--- src/rtl/deser_align_ctrl.sv ---
// deser_align_ctrl
// Word-alignment and framing controller for the 10-bit receive deserializer.
// Serial bits are shifted into a 10-bit window, and the controller hunts for a
// K28.5 comma of either disparity to fix the word boundary. Once aligned, it
// emits one word per 10 valid bits. A HUNT/SYNC/LOCKED state machine tracks
// alignment and detects loss of lock.
// All outputs are registered, and the reset is synchronous and active-low.

module deser_align_ctrl #(
  parameter logic [9:0]  COMMA_P  = 10'h0FA,
  parameter logic [9:0]  COMMA_N  = 10'h305,
  parameter int unsigned LOCK_CNT = 3,
  parameter int unsigned LOSS_CNT = 4
) (
  input  logic       clk,
  input  logic       rst_n,
  input  logic       enable,
  input  logic       ser_in,
  input  logic       bit_valid,
  output logic [9:0] word_out,
  output logic       word_valid,
  output logic       word_is_comma,
  output logic       locked,
  output logic       realign
);

  localparam int unsigned CNT_W = 8;
  localparam logic [CNT_W-1:0] LOCK_TGT = CNT_W'(LOCK_CNT);
  localparam logic [CNT_W-1:0] LOSS_TGT = CNT_W'(LOSS_CNT);

  typedef enum logic [1:0] {
    ST_HUNT   = 2'd0,
    ST_SYNC   = 2'd1,
    ST_LOCKED = 2'd2
  } state_t;

  // Returns 1 when the window holds either disparity of K28.5.
  function automatic logic is_comma(input logic [9:0] w);
    return (w == COMMA_P) || (w == COMMA_N);
  endfunction

  // Increments a counter but holds it at all-ones, so it never wraps.
  function automatic logic [CNT_W-1:0] sat_inc(input logic [CNT_W-1:0] v);
    if (v == {CNT_W{1'b1}}) begin
      return v;
    end else begin
      return v + CNT_W'(1'b1);
    end
  endfunction

  state_t           state_q, state_d;
  logic [9:0]       window_q, window_d;
  logic [3:0]       phase_q, phase_d;
  logic [CNT_W-1:0] good_cnt_q, good_cnt_d;
  logic [CNT_W-1:0] err_cnt_q, err_cnt_d;
  logic [9:0]       word_out_q, word_out_d;
  logic             word_valid_q, word_valid_d;
  logic             word_is_comma_q, word_is_comma_d;
  logic             locked_q, locked_d;
  logic             realign_q, realign_d;

  logic [9:0]       nxt_s;
  logic             bit_take_s;
  logic             comma_hit_s;
  logic             boundary_s;
  logic [3:0]       phase_inc_s;
  logic [CNT_W-1:0] good_inc_s;
  logic [CNT_W-1:0] err_inc_s;

  // Candidate window, qualified comma/boundary events and counter increments.
  always_comb begin
    nxt_s       = {window_q[8:0], ser_in};
    bit_take_s  = bit_valid & enable;
    comma_hit_s = bit_take_s & is_comma(nxt_s);
    boundary_s  = bit_take_s & (phase_q == 4'd9);
    good_inc_s  = sat_inc(good_cnt_q);
    err_inc_s   = sat_inc(err_cnt_q);
    if (phase_q == 4'd9) begin
      phase_inc_s = 4'd0;
    end else begin
      phase_inc_s = phase_q + 4'd1;
    end
  end

  // Next-state logic, counters and output strobes for the alignment state machine.
  always_comb begin
    state_d         = state_q;
    window_d        = window_q;
    phase_d         = phase_q;
    good_cnt_d      = good_cnt_q;
    err_cnt_d       = err_cnt_q;
    word_out_d      = word_out_q;
    word_valid_d    = 1'b0;
    word_is_comma_d = 1'b0;
    realign_d       = 1'b0;

    if (!enable) begin
      // Disable overrides every event: drop back to HUNT with counters cleared.
      state_d    = ST_HUNT;
      phase_d    = 4'd0;
      good_cnt_d = '0;
      err_cnt_d  = '0;
      realign_d  = (state_q != ST_HUNT);
    end else begin
      if (bit_take_s) begin
        window_d = nxt_s;
        phase_d  = phase_inc_s;
      end else begin
        window_d = window_q;
      end

      case (state_q)
        ST_HUNT: begin
          if (comma_hit_s) begin
            // The acquiring comma fixes the boundary and is emitted as a word.
            word_out_d      = nxt_s;
            word_valid_d    = 1'b1;
            word_is_comma_d = 1'b1;
            phase_d         = 4'd0;
            good_cnt_d      = CNT_W'(1'b1);
            err_cnt_d       = '0;
            state_d         = (LOCK_CNT <= 32'd1) ? ST_LOCKED : ST_SYNC;
          end else begin
            state_d = ST_HUNT;
          end
        end

        ST_SYNC: begin
          if (boundary_s) begin
            word_out_d      = nxt_s;
            word_valid_d    = 1'b1;
            word_is_comma_d = comma_hit_s;
            if (comma_hit_s) begin
              good_cnt_d = good_inc_s;
              if (good_inc_s >= LOCK_TGT) begin
                state_d   = ST_LOCKED;
                err_cnt_d = '0;
              end else begin
                state_d = ST_SYNC;
              end
            end else begin
              good_cnt_d = good_cnt_q;
            end
          end else if (comma_hit_s) begin
            // Comma in the wrong place: give up; the hunt resumes on the next bit.
            state_d    = ST_HUNT;
            realign_d  = 1'b1;
            good_cnt_d = '0;
          end else begin
            state_d = ST_SYNC;
          end
        end

        ST_LOCKED: begin
          if (boundary_s) begin
            word_out_d      = nxt_s;
            word_valid_d    = 1'b1;
            word_is_comma_d = comma_hit_s;
            if (comma_hit_s) begin
              err_cnt_d = '0;
            end else begin
              err_cnt_d = err_cnt_q;
            end
          end else if (comma_hit_s) begin
            err_cnt_d = err_inc_s;
            if (err_inc_s >= LOSS_TGT) begin
              state_d    = ST_HUNT;
              realign_d  = 1'b1;
              err_cnt_d  = '0;
              good_cnt_d = '0;
            end else begin
              state_d = ST_LOCKED;
            end
          end else begin
            state_d = ST_LOCKED;
          end
        end

        default: begin
          state_d    = ST_HUNT;
          phase_d    = 4'd0;
          good_cnt_d = '0;
          err_cnt_d  = '0;
        end
      endcase
    end

    locked_d = (state_d == ST_LOCKED);
  end

  // State, datapath and output registers with synchronous active-low reset.
  always_ff @(posedge clk) begin
    if (!rst_n) begin
      state_q         <= ST_HUNT;
      window_q        <= '0;
      phase_q         <= 4'd0;
      good_cnt_q      <= '0;
      err_cnt_q       <= '0;
      word_out_q      <= '0;
      word_valid_q    <= 1'b0;
      word_is_comma_q <= 1'b0;
      locked_q        <= 1'b0;
      realign_q       <= 1'b0;
    end else begin
      state_q         <= state_d;
      window_q        <= window_d;
      phase_q         <= phase_d;
      good_cnt_q      <= good_cnt_d;
      err_cnt_q       <= err_cnt_d;
      word_out_q      <= word_out_d;
      word_valid_q    <= word_valid_d;
      word_is_comma_q <= word_is_comma_d;
      locked_q        <= locked_d;
      realign_q       <= realign_d;
    end
  end

  assign word_out      = word_out_q;
  assign word_valid    = word_valid_q;
  assign word_is_comma = word_is_comma_q;
  assign locked        = locked_q;
  assign realign       = realign_q;

endmodule

--- config.mk ---
export PLATFORM = sky130hd
export DESIGN_NAME = deser_align_ctrl
export DESIGN_NICKNAME = d
export VERILOG_FILES = /design/src/rtl/deser_align_ctrl.sv
export SDC_FILE = /design/constraint.sdc
export NUM_CORES = 1
export LEC_CHECK = 0
export CAP_MARGIN = 25
export CORE_UTILIZATION = 45
export CTS_BUF_LIST = sky130_fd_sc_hd__clkbuf_8
export DETAILED_ROUTE_END_ITERATION = 10
export SLEW_MARGIN = 20
export SYNTH_ARGS = -nofsm -noshare
export SYNTH_HDL_FRONTEND = slang
export SYNTH_SLANG_ARGS = --single-unit
export TNS_END_PERCENT = 20
--- constraint.sdc ---
create_clock -name clk -period 2.9 [get_ports clk]
set_input_delay 0.58 -clock clk [delete_from_list [all_inputs] [get_ports clk]]
set_output_delay 0.58 -clock clk [all_outputs]
set_load 0.005 [all_outputs]
==> flow_metrics.env <==
export IMPL_status="finished clean"
export IMPL_vias_per_cell=5.33
export IMPL_ys_warn_count=0
export IMPL_yosys_area_top_type="dfxtp_1"
export IMPL_rsz0062_at_grt="false"
export IMPL_cp_start_kind="primary input"
export IMPL_die_h_um=73.2
export IMPL_end_kind="flop"
export IMPL_worstPathCellList="clkdlybuf4s50_1, or4bb_1, or3_4, a21o_4, o21ai_0, a21oi_1, and2_1"
export IMPL_clock_path_buffers=2
export IMPL_cpPeakStageDelay_ns=0.52
export IMPL_max_freq_mhz=390
export IMPL_slowest_stage="clkdlybuf4s50_1"
export IMPL_grt_usage_pct=19.5
export IMPL_drt_iter0_drc=82
export IMPL_finalCritPeriodShare_pct=88.4
export IMPL_synth_fp_nets=274
export IMPL_ir_drop_mv=0.304
export IMPL_synth_edf_count=0
export IMPL_cts_sinks=45
export IMPL_min_path_type="flop to flop"
export IMPL_post_cts_setup_buffers=0
export IMPL_cts_made_buffers=5
export IMPL_synthTopCellsByArea="dfxtp_1 (40%), nand2_1 (5.3%), mux2i_1 (4.8%), ha_1 (4.4%), a21boi_0 (3.3%)"
export IMPL_wire_per_inst_um=13.6
export IMPL_regArea_sq_um=901
export IMPL_grt_pass1_vias=1728
export IMPL_fillCellCount=442
export IMPL_setup_violations=0
export IMPL_antenna_found_initial=0
export IMPL_required_ns=3.10
export IMPL_syn_cell_area_sq_um=2280
export IMPL_io_pins=19
export IMPL_grt_max_degree=22
export IMPL_syn_inst=261
export IMPL_die_area_sq_um=5350
export IMPL_ant_nets=0
export IMPL_cp_max_fo=7
export IMPL_drc=0
export IMPL_place_gp_congestion=0.868
export IMPL_ctsHoldBuffers=0
export IMPL_drt_total_wl_mm=4.76
export IMPL_vias=1866
export IMPL_multi_input_area_sq_um=1320
export IMPL_drt_pass1_iter_count=4
export IMPL_cts_htree_levels=2
export IMPL_start_util_pct=47.6
export IMPL_tightestPinTransition_ns=0.444
export IMPL_grt_first_pass_wirelength_mm=7.99
export IMPL_p_per_area_nw_per_um2=423
export IMPL_cts_tree="yes"
export IMPL_num_rows=25
export IMPL_ys_types=51
export IMPL_worstSetupPathType="primary input to flop"
export IMPL_drv_slew=0
export IMPL_root_buffer="clkbuf_8"
export IMPL_core_sq_um=4790
export IMPL_synth_avg_cell_area_sq_um=8.73
export IMPL_overflow=0
export IMPL_areaGrowthSynthToFinish_pct=16.5
export IMPL_finalHoldViolCount=0
export IMPL_p_total_mw=1.12
export IMPL_chipWidth_um=73.2
export IMPL_port_buffers=18
export IMPL_arrival_ns=2.76
export IMPL_hpwl_mm=3.42
export IMPL_cap_violations=0
export IMPL_period_needed_ns=2.56
export IMPL_ys_flop_type="dfxtp_1"
export IMPL_diodes=0
export IMPL_clk_latency_ns=0.30
export IMPL_skew_ns=0.00631
export IMPL_setup_tns_ns=0
export IMPL_ys_ff_latch=45
export IMPL_clk_pin_slew_ns=0.08
export IMPL_post_cts_resized=0
export IMPL_layout_nets=295
export IMPL_drive_gt1_share_pct=8.13
export IMPL_yosysSeqAreaShare_pct=39.5
export IMPL_p_leak_nw=0.986
export IMPL_synth_async_reset_ratio_pct=0
export IMPL_max_slew_margin_rel_pct=70.4
export IMPL_synth_top_cell_area_share_pct=39.5
## final timing paths
check,from,endpoint,slack [ns],cells after the start
min,err_cnt_q[4],err_cnt_q[4],0.48,1
max,ser_in,err_cnt_q[2],0.34,7
min reg2reg,err_cnt_q[4],err_cnt_q[4],0.48,1
max reg2reg,window_q[3],err_cnt_q[2],0.62,6
## stage by stage
stage	hold slack, ns	worst slack [ns]	utilization (%)	area (sq um)	instances
after floorplan	0.444	0.704	-	2280	261
after global placement	0.458	0.0580	53.2	2540	342
after detailed placement	0.466	0.0249	53.2	2540	342
after CTS	0.486	0.346	55.5	2660	350
after global routing	0.513	0.241	55.5	2660	350
final	0.481	0.336	55.5	2660	350
## registers in the layout, summed over array words and instances (netlist names)
| name | flops |
|---|---|
| good_cnt_q | 8 |
| word_valid | 1 |
| word_out | 10 |
| realign | 1 |
| word_is_comma | 1 |
| window_q | 9 |
| locked | 1 |
| phase_q | 4 |
| state_q | 2 |
| err_cnt_q | 8 |
## synthesized netlist by cell type, types with 2 or more instances
cell type / number
a211oi_1: 4
and2_1: 10
nand3b_1: 2
nand2_1: 32
nand4b_1: 2
buf_2: 2
nand4_1: 4
or4_1: 2
xor2_1: 2
nor4_1: 2
o21ai_0: 8
o31ai_1: 3
nor2b_1: 12
inv_1: 5
o2bb2ai_1: 2
o21a_1: 2
o221a_2: 2
mux2i_1: 11
a31oi_1: 5
nor3_1: 7
nand3_1: 13
dfxtp_1: 45
a21oi_1: 12
ha_1: 8
a21boi_0: 10
clkbuf_1: 7
o211ai_1: 4
nor2_1: 19
and3_1: 2
## kinds of logic after synthesis
family                   synth area share [%]
AO/OA/AOI/OAI                            20.2
XOR/XNOR                                 1.15
flip-flops                               39.5
AND/OR/NAND/NOR                          27.1
adder cells (fa/ha/maj)                  4.39
buffers and inverters                    2.75
multiplexers                             4.83
## critical path: cells and delay by family
kind,cells,cell delay (ns)
simple gates,3,1.02
compound gates,3,0.64
buf+inv,1,0.52
## routing by layer
layer  GRT usage, %  vias up  part of all wire (%)
li1               -      984                     -
met1           26.2      860                    51
met2           30.3       17                    46
met3           4.56        5                   3.1
met4           7.63        0                  0.80
met5              0        -                     0
## layout by cell type, fill, tap and decap left out, types with 7 or more instances in the layout
cell,netlist,layout
clkdlybuf4s50_1,0,18
mux2i_1,11,11
nor2b_1,12,12
nand3_1,13,13
a21oi_1,12,12
and2_1,10,10
dfxtp_1,45,45
nand2_1,32,32
nor3_1,7,7
nor2_1,19,19
a21boi_0,10,10
o21ai_0,8,8
ha_1,8,8
## cell type report
class                           instances  share of cell area [%]
Clock buffer                            5                    2.59
Clock inverter                          3                    1.60
Inverter                                5                   0.707
Multi-Input combinational cell        201                    49.5
Sequential cell                        45                    33.9
Tap cell                               67                    3.16
Timing Repair Buffer                   24                    8.48
## power breakdown
part / switching, mW / internal [mW] / total [mW]
logic: 0.0239 / 0.0171 / 0.0410
registers: 0.00211 / 0.619 / 0.621
clock network: 0.207 / 0.255 / 0.462
Power figures use the tool's default switching activity.
